<file path="config.mk">
export PLATFORM = sky130hd
export DESIGN_NAME = wshb_pixel_sink_flat
export DESIGN_NICKNAME = d
export VERILOG_FILES = /design/src/rtl/wshb_pixel_sink_pkg.sv /design/src/rtl/wshb_pixel_sink_if.sv /design/src/rtl/wshb_pixel_sink_fifo.sv /design/src/rtl/wshb_pixel_sink.sv /design/src/flat_wrapper.sv
export SDC_FILE = /design/constraint.sdc
export NUM_CORES = 1
export LEC_CHECK = 0
export ABC_CLOCK_PERIOD_IN_PS = 14200
export CORE_MARGIN = 1
export CORE_UTILIZATION = 55
export DETAILED_ROUTE_END_ITERATION = 6
export GPL_TIMING_DRIVEN = 1
export PLACE_DENSITY_LB_ADDON = 0.1
export SETUP_SLACK_MARGIN = 0.15
export SLEW_MARGIN = 5
export SYNTH_ARGS = -nofsm -noshare
export SYNTH_HDL_FRONTEND = slang
export SYNTH_SLANG_ARGS = --single-unit
</file>
<file path="constraint.sdc">
create_clock -name clk -period 14.2 [get_ports clk]
set_input_delay 2.84 -clock clk [delete_from_list [all_inputs] [get_ports clk]]
set_output_delay 2.84 -clock clk [all_outputs]
set_load 0.1 [all_outputs]
</file>
<file path="src/rtl/wshb_pixel_sink_pkg.sv">
// Shared constants, pixel payload type and status-word layout for the pixel sink.
package wshb_pix_pkg;

  localparam int unsigned HDISP_DEF = 800;
  localparam int unsigned VDISP_DEF = 480;
  localparam int unsigned X_W       = $clog2(HDISP_DEF);
  localparam int unsigned Y_W       = $clog2(VDISP_DEF);
  localparam int unsigned RGB_W     = 24;

  // Status word: {seq_err, 7'b0, frame_cnt[7:0], 11'b0, count[4:0]}
  localparam int unsigned ST_COUNT_LSB   = 0;
  localparam int unsigned ST_COUNT_W     = 5;
  localparam int unsigned ST_FRAME_LSB   = 16;
  localparam int unsigned ST_FRAME_W     = 8;
  localparam int unsigned ST_SEQ_ERR_BIT = 31;

  typedef struct packed {
    logic [X_W-1:0]   x;
    logic [Y_W-1:0]   y;
    logic [RGB_W-1:0] rgb;
  } pixel_t;

  typedef enum logic {
    ST_IDLE = 1'b0,
    ST_TERM = 1'b1
  } term_state_e;

endpackage

</file>
<file path="src/rtl/wshb_pixel_sink_if.sv">
// Wishbone classic bus plus outgoing pixel stream of the pixel sink.
interface wshb_pixel_sink_if;
  import wshb_pix_pkg::*;

  logic             wb_cyc;
  logic             wb_stb;
  logic             wb_we;
  logic [31:0]      wb_adr;
  logic [3:0]       wb_sel;
  logic [31:0]      wb_dat_ms;
  logic [31:0]      wb_dat_sm;
  logic             wb_ack;
  logic             wb_err;
  logic             pix_valid;
  logic             pix_ready;
  logic [X_W-1:0]   pix_x;
  logic [Y_W-1:0]   pix_y;
  logic [RGB_W-1:0] pix_rgb;

  modport master (
    output wb_cyc, wb_stb, wb_we, wb_adr, wb_sel, wb_dat_ms, pix_ready,
    input  wb_dat_sm, wb_ack, wb_err, pix_valid, pix_x, pix_y, pix_rgb
  );

  modport slave (
    input  wb_cyc, wb_stb, wb_we, wb_adr, wb_sel, wb_dat_ms, pix_ready,
    output wb_dat_sm, wb_ack, wb_err, pix_valid, pix_x, pix_y, pix_rgb
  );

endinterface

</file>
<file path="src/rtl/wshb_pixel_sink_fifo.sv">
// Synchronous FIFO with registered storage and occupancy count; head read straight from storage.
module pix_fifo #(
  parameter int unsigned DEPTH = 16,
  parameter type         T     = logic [7:0]
) (
  input  logic                       clk,
  input  logic                       rst_n,
  input  logic                       push,
  input  T                           din,
  input  logic                       pop,
  output T                           dout,
  output logic                       full,
  output logic                       empty,
  output logic [$clog2(DEPTH+1)-1:0] count
);

  localparam int unsigned PTR_W = $clog2(DEPTH);
  localparam int unsigned CNT_W = $clog2(DEPTH + 1);

  T                 mem [DEPTH];
  logic [PTR_W-1:0] wr_ptr_q;
  logic [PTR_W-1:0] rd_ptr_q;
  logic [CNT_W-1:0] cnt_q;
  logic             do_push_c;
  logic             do_pop_c;

  // A full FIFO refuses pushes even when a pop happens in the same cycle.
  assign full      = (cnt_q == CNT_W'(DEPTH));
  assign empty     = (cnt_q == '0);
  assign do_push_c = push & ~full;
  assign do_pop_c  = pop & ~empty;
  assign dout      = mem[rd_ptr_q];
  assign count     = cnt_q;

  always_ff @(posedge clk) begin
    if (!rst_n) begin
      wr_ptr_q <= '0;
      rd_ptr_q <= '0;
      cnt_q    <= '0;
      for (int i = 0; i < int'(DEPTH); i++) mem[i] <= '0;
    end else begin
      if (do_push_c) begin
        mem[wr_ptr_q] <= din;
        wr_ptr_q      <= wr_ptr_q + PTR_W'(1);
      end
      if (do_pop_c) rd_ptr_q <= rd_ptr_q + PTR_W'(1);
      case ({do_push_c, do_pop_c})
        2'b10:   cnt_q <= cnt_q + CNT_W'(1);
        2'b01:   cnt_q <= cnt_q - CNT_W'(1);
        default: cnt_q <= cnt_q;
      endcase
    end
  end

endmodule

</file>
<file path="src/rtl/wshb_pixel_sink.sv">
// Wishbone classic slave that turns framebuffer writes into an {x, y, rgb} pixel stream,
// checks raster order and counts completed frames.
module wshb_pixel_sink
  import wshb_pix_pkg::*;
#(
  parameter int unsigned HDISP      = HDISP_DEF,
  parameter int unsigned VDISP      = VDISP_DEF,
  parameter int unsigned FIFO_DEPTH = 16
) (
  input  logic               clk,
  input  logic               rst_n,
  wshb_pixel_sink_if.slave   bus,
  output logic               frame_done,
  output logic               seq_err
);

  localparam int unsigned NPIX  = HDISP * VDISP;
  localparam int unsigned IDX_W = 30;
  localparam int unsigned CNT_W = $clog2(FIFO_DEPTH + 1);

  logic [IDX_W-1:0]      idx_c;
  logic [IDX_W-1:0]      exp_idx_q;
  logic [X_W-1:0]        x_c;
  logic [Y_W-1:0]        y_c;
  logic                  in_range_c, sel_ok_c, last_c;
  logic                  req_c, wr_ok_c, wr_bad_c, rd_c;
  term_state_e           state_q, state_d;
  logic                  ack_q, err_q, push_q;
  pixel_t                push_pix_q, head_c;
  logic [31:0]           dat_q, status_c;
  logic [ST_FRAME_W-1:0] frame_cnt_q;
  logic                  fifo_full, fifo_empty, pop_c;
  logic [CNT_W-1:0]      fifo_cnt;
  logic [ST_COUNT_W-1:0] cnt_sat_c;
  logic                  unused_c;

  // Address decode: word index into raster coordinates.
  assign idx_c      = bus.wb_adr[31:2];
  assign in_range_c = 32'(idx_c) < NPIX;
  assign sel_ok_c   = (bus.wb_sel == 4'hF);
  assign last_c     = 32'(idx_c) == (NPIX - 1);
  assign x_c        = X_W'(idx_c % IDX_W'(HDISP));
  assign y_c        = Y_W'(idx_c / IDX_W'(HDISP));
  assign unused_c   = ^{bus.wb_adr[1:0], bus.wb_dat_ms[31:RGB_W]};

  assign req_c    = bus.wb_cyc & bus.wb_stb & ~ack_q & ~err_q & (state_q == ST_IDLE);
  assign wr_ok_c  = req_c & bus.wb_we & in_range_c & sel_ok_c & ~fifo_full;
  assign wr_bad_c = req_c & bus.wb_we & ~(in_range_c & sel_ok_c);
  assign rd_c     = req_c & ~bus.wb_we;

  always_comb begin
    state_d = state_q;
    case (state_q)
      ST_IDLE: if (wr_ok_c | wr_bad_c | rd_c) state_d = ST_TERM;
      ST_TERM: state_d = ST_IDLE;
      default: state_d = ST_IDLE;
    endcase
  end

  always_ff @(posedge clk) begin
    if (!rst_n) state_q <= ST_IDLE;
    else        state_q <= state_d;
  end

  always_comb begin
    cnt_sat_c = (32'(fifo_cnt) > 32'd31) ? ST_COUNT_W'(31) : ST_COUNT_W'(fifo_cnt);
    status_c = '0;
    status_c[ST_SEQ_ERR_BIT]                 = seq_err;
    status_c[ST_FRAME_LSB +: ST_FRAME_W]     = frame_cnt_q;
    status_c[ST_COUNT_LSB +: ST_COUNT_W]     = cnt_sat_c;
  end

  // Termination and push payload; the push lands on the edge that ends the ack cycle.
  always_ff @(posedge clk) begin
    if (!rst_n) begin
      ack_q      <= 1'b0;
      err_q      <= 1'b0;
      push_q     <= 1'b0;
      push_pix_q <= '0;
      dat_q      <= '0;
    end else begin
      ack_q  <= wr_ok_c | rd_c;
      err_q  <= wr_bad_c;
      push_q <= wr_ok_c;
      if (wr_ok_c) push_pix_q <= '{x: x_c, y: y_c, rgb: bus.wb_dat_ms[RGB_W-1:0]};
      if (rd_c)    dat_q      <= status_c;
    end
  end

  // Raster-order checker resynchronises on the actual address; frame counter wraps.
  always_ff @(posedge clk) begin
    if (!rst_n) begin
      exp_idx_q   <= '0;
      seq_err     <= 1'b0;
      frame_done  <= 1'b0;
      frame_cnt_q <= '0;
    end else begin
      frame_done <= 1'b0;
      if (wr_ok_c) begin
        if (idx_c != exp_idx_q) seq_err <= 1'b1;
        exp_idx_q  <= last_c ? '0 : idx_c + IDX_W'(1);
        frame_done <= last_c;
        if (last_c) frame_cnt_q <= frame_cnt_q + ST_FRAME_W'(1);
      end
    end
  end

  pix_fifo #(
    .DEPTH (FIFO_DEPTH),
    .T     (pixel_t)
  ) u_fifo (
    .clk   (clk),
    .rst_n (rst_n),
    .push  (push_q),
    .din   (push_pix_q),
    .pop   (pop_c),
    .dout  (head_c),
    .full  (fifo_full),
    .empty (fifo_empty),
    .count (fifo_cnt)
  );

  assign pop_c         = ~fifo_empty & bus.pix_ready;
  assign bus.pix_valid = ~fifo_empty;
  assign bus.pix_x     = head_c.x;
  assign bus.pix_y     = head_c.y;
  assign bus.pix_rgb   = head_c.rgb;
  assign bus.wb_ack    = ack_q;
  assign bus.wb_err    = err_q;
  assign bus.wb_dat_sm = dat_q;

endmodule

</file>
<file path="src/flat_wrapper.sv">
// flat-port wrapper written by rule: the top's interface ports become plain ports
module wshb_pixel_sink_flat import wshb_pix_pkg::*;
#(
  parameter int unsigned HDISP      = HDISP_DEF,
  parameter int unsigned VDISP      = VDISP_DEF,
  parameter int unsigned FIFO_DEPTH = 16
)
  (clk, rst_n, frame_done, seq_err, bus_wb_cyc, bus_wb_stb, bus_wb_we, bus_wb_adr, bus_wb_sel, bus_wb_dat_ms, bus_pix_ready, bus_wb_dat_sm, bus_wb_ack, bus_wb_err, bus_pix_valid, bus_pix_x, bus_pix_y, bus_pix_rgb);
  wshb_pixel_sink_if bus_i ();
  input  logic clk;
  input  logic rst_n;
  output logic frame_done;
  output logic seq_err;
  input wire logic [$bits(bus_i.wb_cyc)-1:0] bus_wb_cyc;
  input wire logic [$bits(bus_i.wb_stb)-1:0] bus_wb_stb;
  input wire logic [$bits(bus_i.wb_we)-1:0] bus_wb_we;
  input wire logic [$bits(bus_i.wb_adr)-1:0] bus_wb_adr;
  input wire logic [$bits(bus_i.wb_sel)-1:0] bus_wb_sel;
  input wire logic [$bits(bus_i.wb_dat_ms)-1:0] bus_wb_dat_ms;
  input wire logic [$bits(bus_i.pix_ready)-1:0] bus_pix_ready;
  output wire logic [$bits(bus_i.wb_dat_sm)-1:0] bus_wb_dat_sm;
  output wire logic [$bits(bus_i.wb_ack)-1:0] bus_wb_ack;
  output wire logic [$bits(bus_i.wb_err)-1:0] bus_wb_err;
  output wire logic [$bits(bus_i.pix_valid)-1:0] bus_pix_valid;
  output wire logic [$bits(bus_i.pix_x)-1:0] bus_pix_x;
  output wire logic [$bits(bus_i.pix_y)-1:0] bus_pix_y;
  output wire logic [$bits(bus_i.pix_rgb)-1:0] bus_pix_rgb;
  assign bus_i.wb_cyc = bus_wb_cyc;
  assign bus_i.wb_stb = bus_wb_stb;
  assign bus_i.wb_we = bus_wb_we;
  assign bus_i.wb_adr = bus_wb_adr;
  assign bus_i.wb_sel = bus_wb_sel;
  assign bus_i.wb_dat_ms = bus_wb_dat_ms;
  assign bus_i.pix_ready = bus_pix_ready;
  assign bus_wb_dat_sm = bus_i.wb_dat_sm;
  assign bus_wb_ack = bus_i.wb_ack;
  assign bus_wb_err = bus_i.wb_err;
  assign bus_pix_valid = bus_i.pix_valid;
  assign bus_pix_x = bus_i.pix_x;
  assign bus_pix_y = bus_i.pix_y;
  assign bus_pix_rgb = bus_i.pix_rgb;
  wshb_pixel_sink #(.HDISP(HDISP), .VDISP(VDISP), .FIFO_DEPTH(FIFO_DEPTH)) u_core (.clk(clk), .rst_n(rst_n), .bus(bus_i), .frame_done(frame_done), .seq_err(seq_err));
endmodule
</file>
==> impl_metrics.py, run 1 <==
metrics = {
    "sta": {
        "fin_skew_ns": 0.0251,
        "hold_viol_final": 0,
        "whs_ns": 0.461,
        "final_max_slew_viol_count": 0,
        "rsz0062_at_grt": "yes",
        "slew_headroom_pct": 17.5,
        "setup_violations": 0,
        "fin_crit_sh_pct": 98.5,
        "worstMarginPinSlew_ns": 1.23,
        "finalCriticalPeriod_ns": 13.98,
        "fmax_mhz": 71.5,
    },
    "grt": {
        "grt.total_usage_pct": 30.1,
        "grt_pass1_wl_um": 168000,
        "antenna_found_initial": 11,
        "grt-ovfl-total": 0,
        "grt_max_degree": 125,
        "grt_pass1_vias": 27900,
    },
    "synth": {
        "synth_edf_count": 688,
        "async_reset_ff_share_pct": 0,
        "synth_cell_types": 123,
        "yosys.area.top_type": "edfxtp_1",
        "synth_top_area_share_pct": 51.0,
        "synth.most_common_cell": "and2_1",
        "avgSynthCellArea_um2": 13.0,
        "yosys_warnings": 0,
        "syn_inst": 3110,
        "synth_area_leaders": "edfxtp_1, mux4_2, and2_1, dfxtp_1, clkbuf_1",
        "ys_seq_elements": 806,
        "netlist_area_mm2": 0.0405,
        "synth-seq-area-share_pct": 56.9,
        "ys.flop_type": "edfxtp_1",
        "synthTopCellsByCount": "and2_1, edfxtp_1, mux4_2",
    },
    "layout": {
        "drive_gt1_share_pct": 27.0,
        "nFillCells": 5257,
        "area_delta_synth_final_pct": 20.6,
        "num-nets-final": 3532,
    },
    "worst_hold_path": {
        "hold_class": "register to register",
    },
    "die": {
        "die_area_mm2": 0.0747,
        "die_x_um": 273,
        "core_mm2": 0.0730,
        "rows": 99,
        "fp.dieH_um": 273,
        "start_util_pct": 55.5,
        "io-pin-count": 154,
    },
    "clock_tree": {
        "clk_path_buf_depth": 3,
        "cts_root_buf": "clkbuf_16",
        "cts.clk_slew.worst_paths_ns": 0.06,
        "htreeDepth": 3,
        "clock_latency_ns": 0.64,
        "cts_hold_buf": 0,
        "cts_tree": "done",
        "clock_sinks": 806,
        "cts_made_buffers": 85,
    },
    "place": {
        "globalplace.congestion": 0.859,
        "dp_hpwl_um": 63300,
        "numPortBuffers": 125,
    },
    "route": {
        "ant_nets": 0,
        "wire_per_inst_um": 25.4,
        "wirelength_um": 114000,
        "first_pass_iters": 6,
        "drtIter0Drc": 2788,
        "vias_per_cell": 6.19,
        "drc_errors": 0,
        "vias": 27700,
    },
    "setup_path": {
        "slowest_delay_ns": 0.58,
        "worstPathArrival_ns": 14.50,
        "worstSetupEndpointType": "register",
        "path_common_cell": "buf_4",
        "required_ns": 14.72,
        "start_kind": "input pin",
        "worst_path_max_delay_cell": "or4_4",
        "path_class": "input pin to register",
        "critPathMaxFanout": 6,
    },
    "flow_run": {
        "drv_cap": 0,
    },
    "status": {
        "outcome": "finished, final reports clean",
    },
}
-- cell type report --
type	count	area (µm²)	share of cell area, %
multi-input cells	2042	17800	36.4
repair buffers	476	4010	8.21
flip-flops and latches	806	23000	47.2
clock inverters	42	379	0.777
diodes	2	5.00	0.0103
inverters	34	134	0.274
clock buffers	111	2300	4.70
well taps	959	1200	2.46
-- placed cells by master, fill, tap and decap left out, types with 28 or more instances in the layout --
master	synthesis	final
and2_1	705	702
clkdlybuf4s50_1	0	118
a21oi_1	114	97
xnor2_1	50	45
nor2_1	141	120
nand2_1	176	170
mux4_2	215	215
nor3_1	42	29
and3_1	30	28
inv_1	29	28
clkbuf_16	0	86
nand3_1	42	39
dfxtp_1	118	114
nand4_1	29	29
edfxtp_1	688	688
buf_4	21	331
-- path summary, 6_finish.rpt --
kind	from	endpoint	slack, ns	depth (start not counted)
hold / removal	u_core.bus.wb_dat_sm[21]	u_core.bus.wb_dat_sm[21]	0.46	2
setup / recovery	bus_wb_adr[28]	u_core.push_pix_q[40]	0.22	49
hold reg to reg	u_core.bus.wb_dat_sm[21]	u_core.bus.wb_dat_sm[21]	0.46	2
setup reg to reg	u_core.u_fifo.count[0]	u_core.u_fifo.mem[1][36]	9.70	8
-- state kept, by name (all words and copies together) (netlist names), 4 cells and up, named ones only --
signal,count
u_core.bus.wb_dat_sm,14
u_core.u_fifo.rd_ptr_q,4
u_core.u_fifo.wr_ptr_q,4
u_core.u_fifo.count,5
u_core.exp_idx_q,30
u_core.u_fifo.mem,688
u_core.frame_cnt_q,8
u_core.push_pix_q,43
-- stage by stage --
step	instances	TNS [ns]	worst slack, ns	util [%]	area [µm²]
after detailed placement	4265	-7.26	-1.11	61.1	44600
after CTS	4431	0	0.141	65.5	47800
after floorplan	3127	0	0.292	-	40600
after global placement	4265	-6.03	-0.934	61.1	44600
final	4472	0	0.216	66.9	48800
after global routing	4471	-0.712	-0.166	66.9	48800
-- routing by layer --
layer  part of all wire [%]  track usage, %  vias up
li1                       -               -    12200
met1                     38            38.3    14100
met2                     52            53.3     1134
met3                    7.5            4.39      212
met4                    2.6            8.97       12
met5                  0.067               0        -
-- critical path: cells and delay by family --
family / cells / cell delay [ns]
compound gates: 23 / 5.98
mux: 2 / 0.61
buf+inv: 7 / 0.96
simple gates: 17 / 4.08
-- what timing repair did --
item                                    in CTS  in global routing
gates resized for setup                     87                146
setup buffers                               11                 39
gates cloned                                 2                  0
pin swaps                                   37                 85
endpoints found under the setup margin       7                  8
-- cell families (layout without fill, tap and decap cells) --
logic type                 count (synthesis)  in the layout  synth area share [%]
AOI/OAI and AO/OA                        424            426                  7.87
xor gates and xnor gates                  75             75                  1.64
and+or+nand+nor                         1277           1277                  17.9
buffers and inverters                    281            663                  2.85
adders and majority gates                 16             16                 0.494
muxes                                    230            230                  12.4
DFF                                      806            806                  56.9
other                                      1             20               0.00926
Power of run 1 is left out: the tool's default activity adds up to more than one toggle a clock period on the data nets, which glitch-free logic cannot reach.
==> run 2: changes to the inputs <==
--- a/config.mk
+++ b/config.mk
@@ -5,6 +5,7 @@
 export SDC_FILE = /design/constraint.sdc
 export NUM_CORES = 1
 export LEC_CHECK = 0
+export ABC_AREA = 1
 export ABC_CLOCK_PERIOD_IN_PS = 14200
 export CORE_MARGIN = 1
 export CORE_UTILIZATION = 55
@@ -12,6 +13,7 @@
 export GPL_TIMING_DRIVEN = 1
 export PLACE_DENSITY_LB_ADDON = 0.1
 export SETUP_SLACK_MARGIN = 0.15
+export SKIP_LAST_GASP = 1
 export SLEW_MARGIN = 5
 export SYNTH_ARGS = -nofsm -noshare
 export SYNTH_HDL_FRONTEND = slang
==> impl_metrics.py, run 2 <==
metrics = {
    "status": {
        "outcome": "finished, final reports clean",
    },
    "setup_path": {
        "worstPathArrival_ns": 13.08,
        "required_ns": 14.74,
        "critPathMaxFanout": 7,
        "path_class": "input pin to register",
        "worst_path_max_delay_cell": "clkdlybuf4s50_1",
        "r2r_start": "u_core.u_fifo.count[1]",
        "r2r_cells": 10,
        "cp-startpoint": "bus_wb_adr[31]",
        "start_kind": "input pin",
        "slowest_delay_ns": 0.64,
        "worstSetupEndpointType": "register",
        "path_common_cell": "nand2_4",
    },
    "sta": {
        "worstMarginPinSlew_ns": 1.22,
        "rsz0062_at_grt": "no",
        "whs_ns": 0.444,
        "slew_headroom_pct": 18.5,
        "hold_viol_final": 0,
        "fin_crit_sh_pct": 88.4,
        "setup_violations": 0,
        "fmax_mhz": 79.7,
        "final_max_slew_viol_count": 0,
        "fin_skew_ns": 0.0284,
        "finalCriticalPeriod_ns": 12.55,
        "finalSetupTns_ns": 0,
    },
    "layout": {
        "top_register": "u_core.u_fifo.mem",
        "mostFrequentLayoutCells": "nor2_1, edfxtp_1, inv_1",
        "num-nets-final": 4164,
        "area_delta_synth_final_pct": 11.5,
        "drive_gt1_share_pct": 10.8,
        "top_regs": "u_core.u_fifo.mem: 688 flops, u_core.push_pix_q: 43 flops, u_core.exp_idx_q: 30 flops",
        "mostFrequentLayoutCell": "nor2_1",
        "largest_reg_flops": 688,
        "final_cells": 5096,
    },
    "clock_tree": {
        "cts.clk_slew.worst_paths_ns": 0.06,
        "cts-resized-gates": 0,
        "postCtsSetupRepairBufs": 0,
        "htreeDepth": 3,
        "cts_root_buf": "clkbuf_16",
        "cts_hold_buf": 0,
        "clock_latency_ns": 0.65,
        "cts_tree": "done",
        "clock_sinks": 806,
        "cts_made_buffers": 85,
        "clk_path_buf_depth": 3,
    },
    "synth": {
        "netlist_area_mm2": 0.0396,
        "yosys_warnings": 0,
        "synth_top_family_by_area": "simple AND/OR/NAND/NOR gates",
        "ys.flop_type": "edfxtp_1",
        "synth_compound_area_share_pct": 11.2,
        "synth_top_area_share_pct": 52.1,
        "synth_edf_count": 688,
        "synth.most_common_cell": "nor2_1",
        "syn_inst": 4078,
        "ys_seq_elements": 806,
        "synth_cell_types": 55,
        "synth_fa_ha_area_share_pct": 0.430,
        "synth-seq-area-share_pct": 58.1,
        "synthMuxAreaShare_pct": 4.35,
        "synth-xor-area-share_pct": 0.597,
        "yosys.area.top_type": "edfxtp_1",
        "synth_area_leaders": "edfxtp_1, nor2_1, dfxtp_1, mux2i_1, o21ai_0",
        "synth_simple_gate_area_share_pct": 18.3,
        "avgSynthCellArea_um2": 9.71,
        "synthTopCellsByCount": "nor2_1, edfxtp_1, nand2_1",
        "async_reset_ff_share_pct": 0,
    },
    "grt": {
        "grt_pass1_wl_um": 164000,
        "grt_pass1_vias": 27300,
        "grt_max_degree": 215,
        "grt-ovfl-total": 0,
        "grt.total_usage_pct": 29.8,
        "antenna_found_initial": 2,
    },
    "route": {
        "vias": 29400,
        "wire_per_inst_um": 21.7,
        "first_pass_iters": 6,
        "ant_nets": 0,
        "drtIter0Drc": 3081,
        "wirelength_um": 111000,
        "vias_per_cell": 5.77,
        "drc_errors": 0,
    },
    "worst_hold_path": {
        "hold_class": "register to register",
        "min_path_cells": 2,
        "min_from": "u_core.bus.wb_dat_sm[0]",
    },
    "place": {
        "numPortBuffers": 125,
        "dp.cells": 4940,
        "dp_hpwl_um": 61600,
        "globalplace.congestion": 0.845,
    },
    "die": {
        "core_mm2": 0.0714,
        "io-pin-count": 154,
        "die_x_um": 270,
        "fp.dieH_um": 270,
        "rows": 98,
        "start_util_pct": 55.5,
        "die_area_mm2": 0.0731,
    },
    "flow_run": {
        "drv_cap": 0,
    },
}
[run 2: changes by cell type after synthesis, sizes merged, moves of 165 or more]
cell / change
and2: -705
nor2: +662
inv: +338
nand2: +299
o21ai: +265
mux4: -215
mux2i: +165
[run 2: path summary, 6_finish.rpt]
| path | endpoint | slack, ns |
|---|---|---|
| hold reg to reg | u_core.bus.wb_dat_sm[0] | 0.44 |
| setup / recovery | u_core.push_pix_q[39] | 1.65 |
| setup reg to reg | u_core.u_fifo.mem[1][40] | 10.23 |
| hold / removal | u_core.bus.wb_dat_sm[0] | 0.44 |
[run 2: worst max-delay path, delay by kind of cell]
family,cells,cell delay [ns]
simple gates,85,8.74
compound gates,4,0.71
buf+inv,4,0.81
[run 2: metrics by stage]
step           setup slack (ns)  cell area, µm²  utilization (%)
2_1_floorplan              2.86           39700                -
4_1_cts                    1.67           44200             61.9
3_5_place_dp               1.01           41400             58.1
5_1_grt                   0.489           44200             61.9
3_3_place_gp               1.15           41400             58.1
6_report                   1.65           44200             61.9
[run 2: cell families (layout without fill, tap and decap cells)]
logic type               after synthesis  count (layout)
AND/OR/NAND/NOR                     1571            1571
buffers and inverters                703             752
AO/OA/AOI/OAI                        785             785
adder cells (fa/ha/maj)               13              13
other                                  1              20
XOR/XNOR                              27              27
flip-flops                           806             806
multiplexers                         172             172
[run 2: cell type report]
type / count / area [µm²]
Multi-Input combinational cell: 2586 / 14000
Timing Repair Buffer: 179 / 1680
Sequential cell: 806 / 23000
Fill cell: 5905 / 27200
Clock inverter: 30 / 305
Inverter: 419 / 1580
Antenna cell: 2 / 5.00
Tap cell: 950 / 1190
Clock buffer: 124 / 2410
[run 2: per-layer routing]
metal / track usage (%) / vias to the layer above / wire, µm
met5: 0 / - / 0
met4: 11.2 / 0 / 3880
met3: 4.89 / 222 / 9490
met2: 48.5 / 1189 / 52100
met1: 40.1 / 14100 / 45100
li1: - / 13900 / -
Power of run 2 is left out for the same reason.
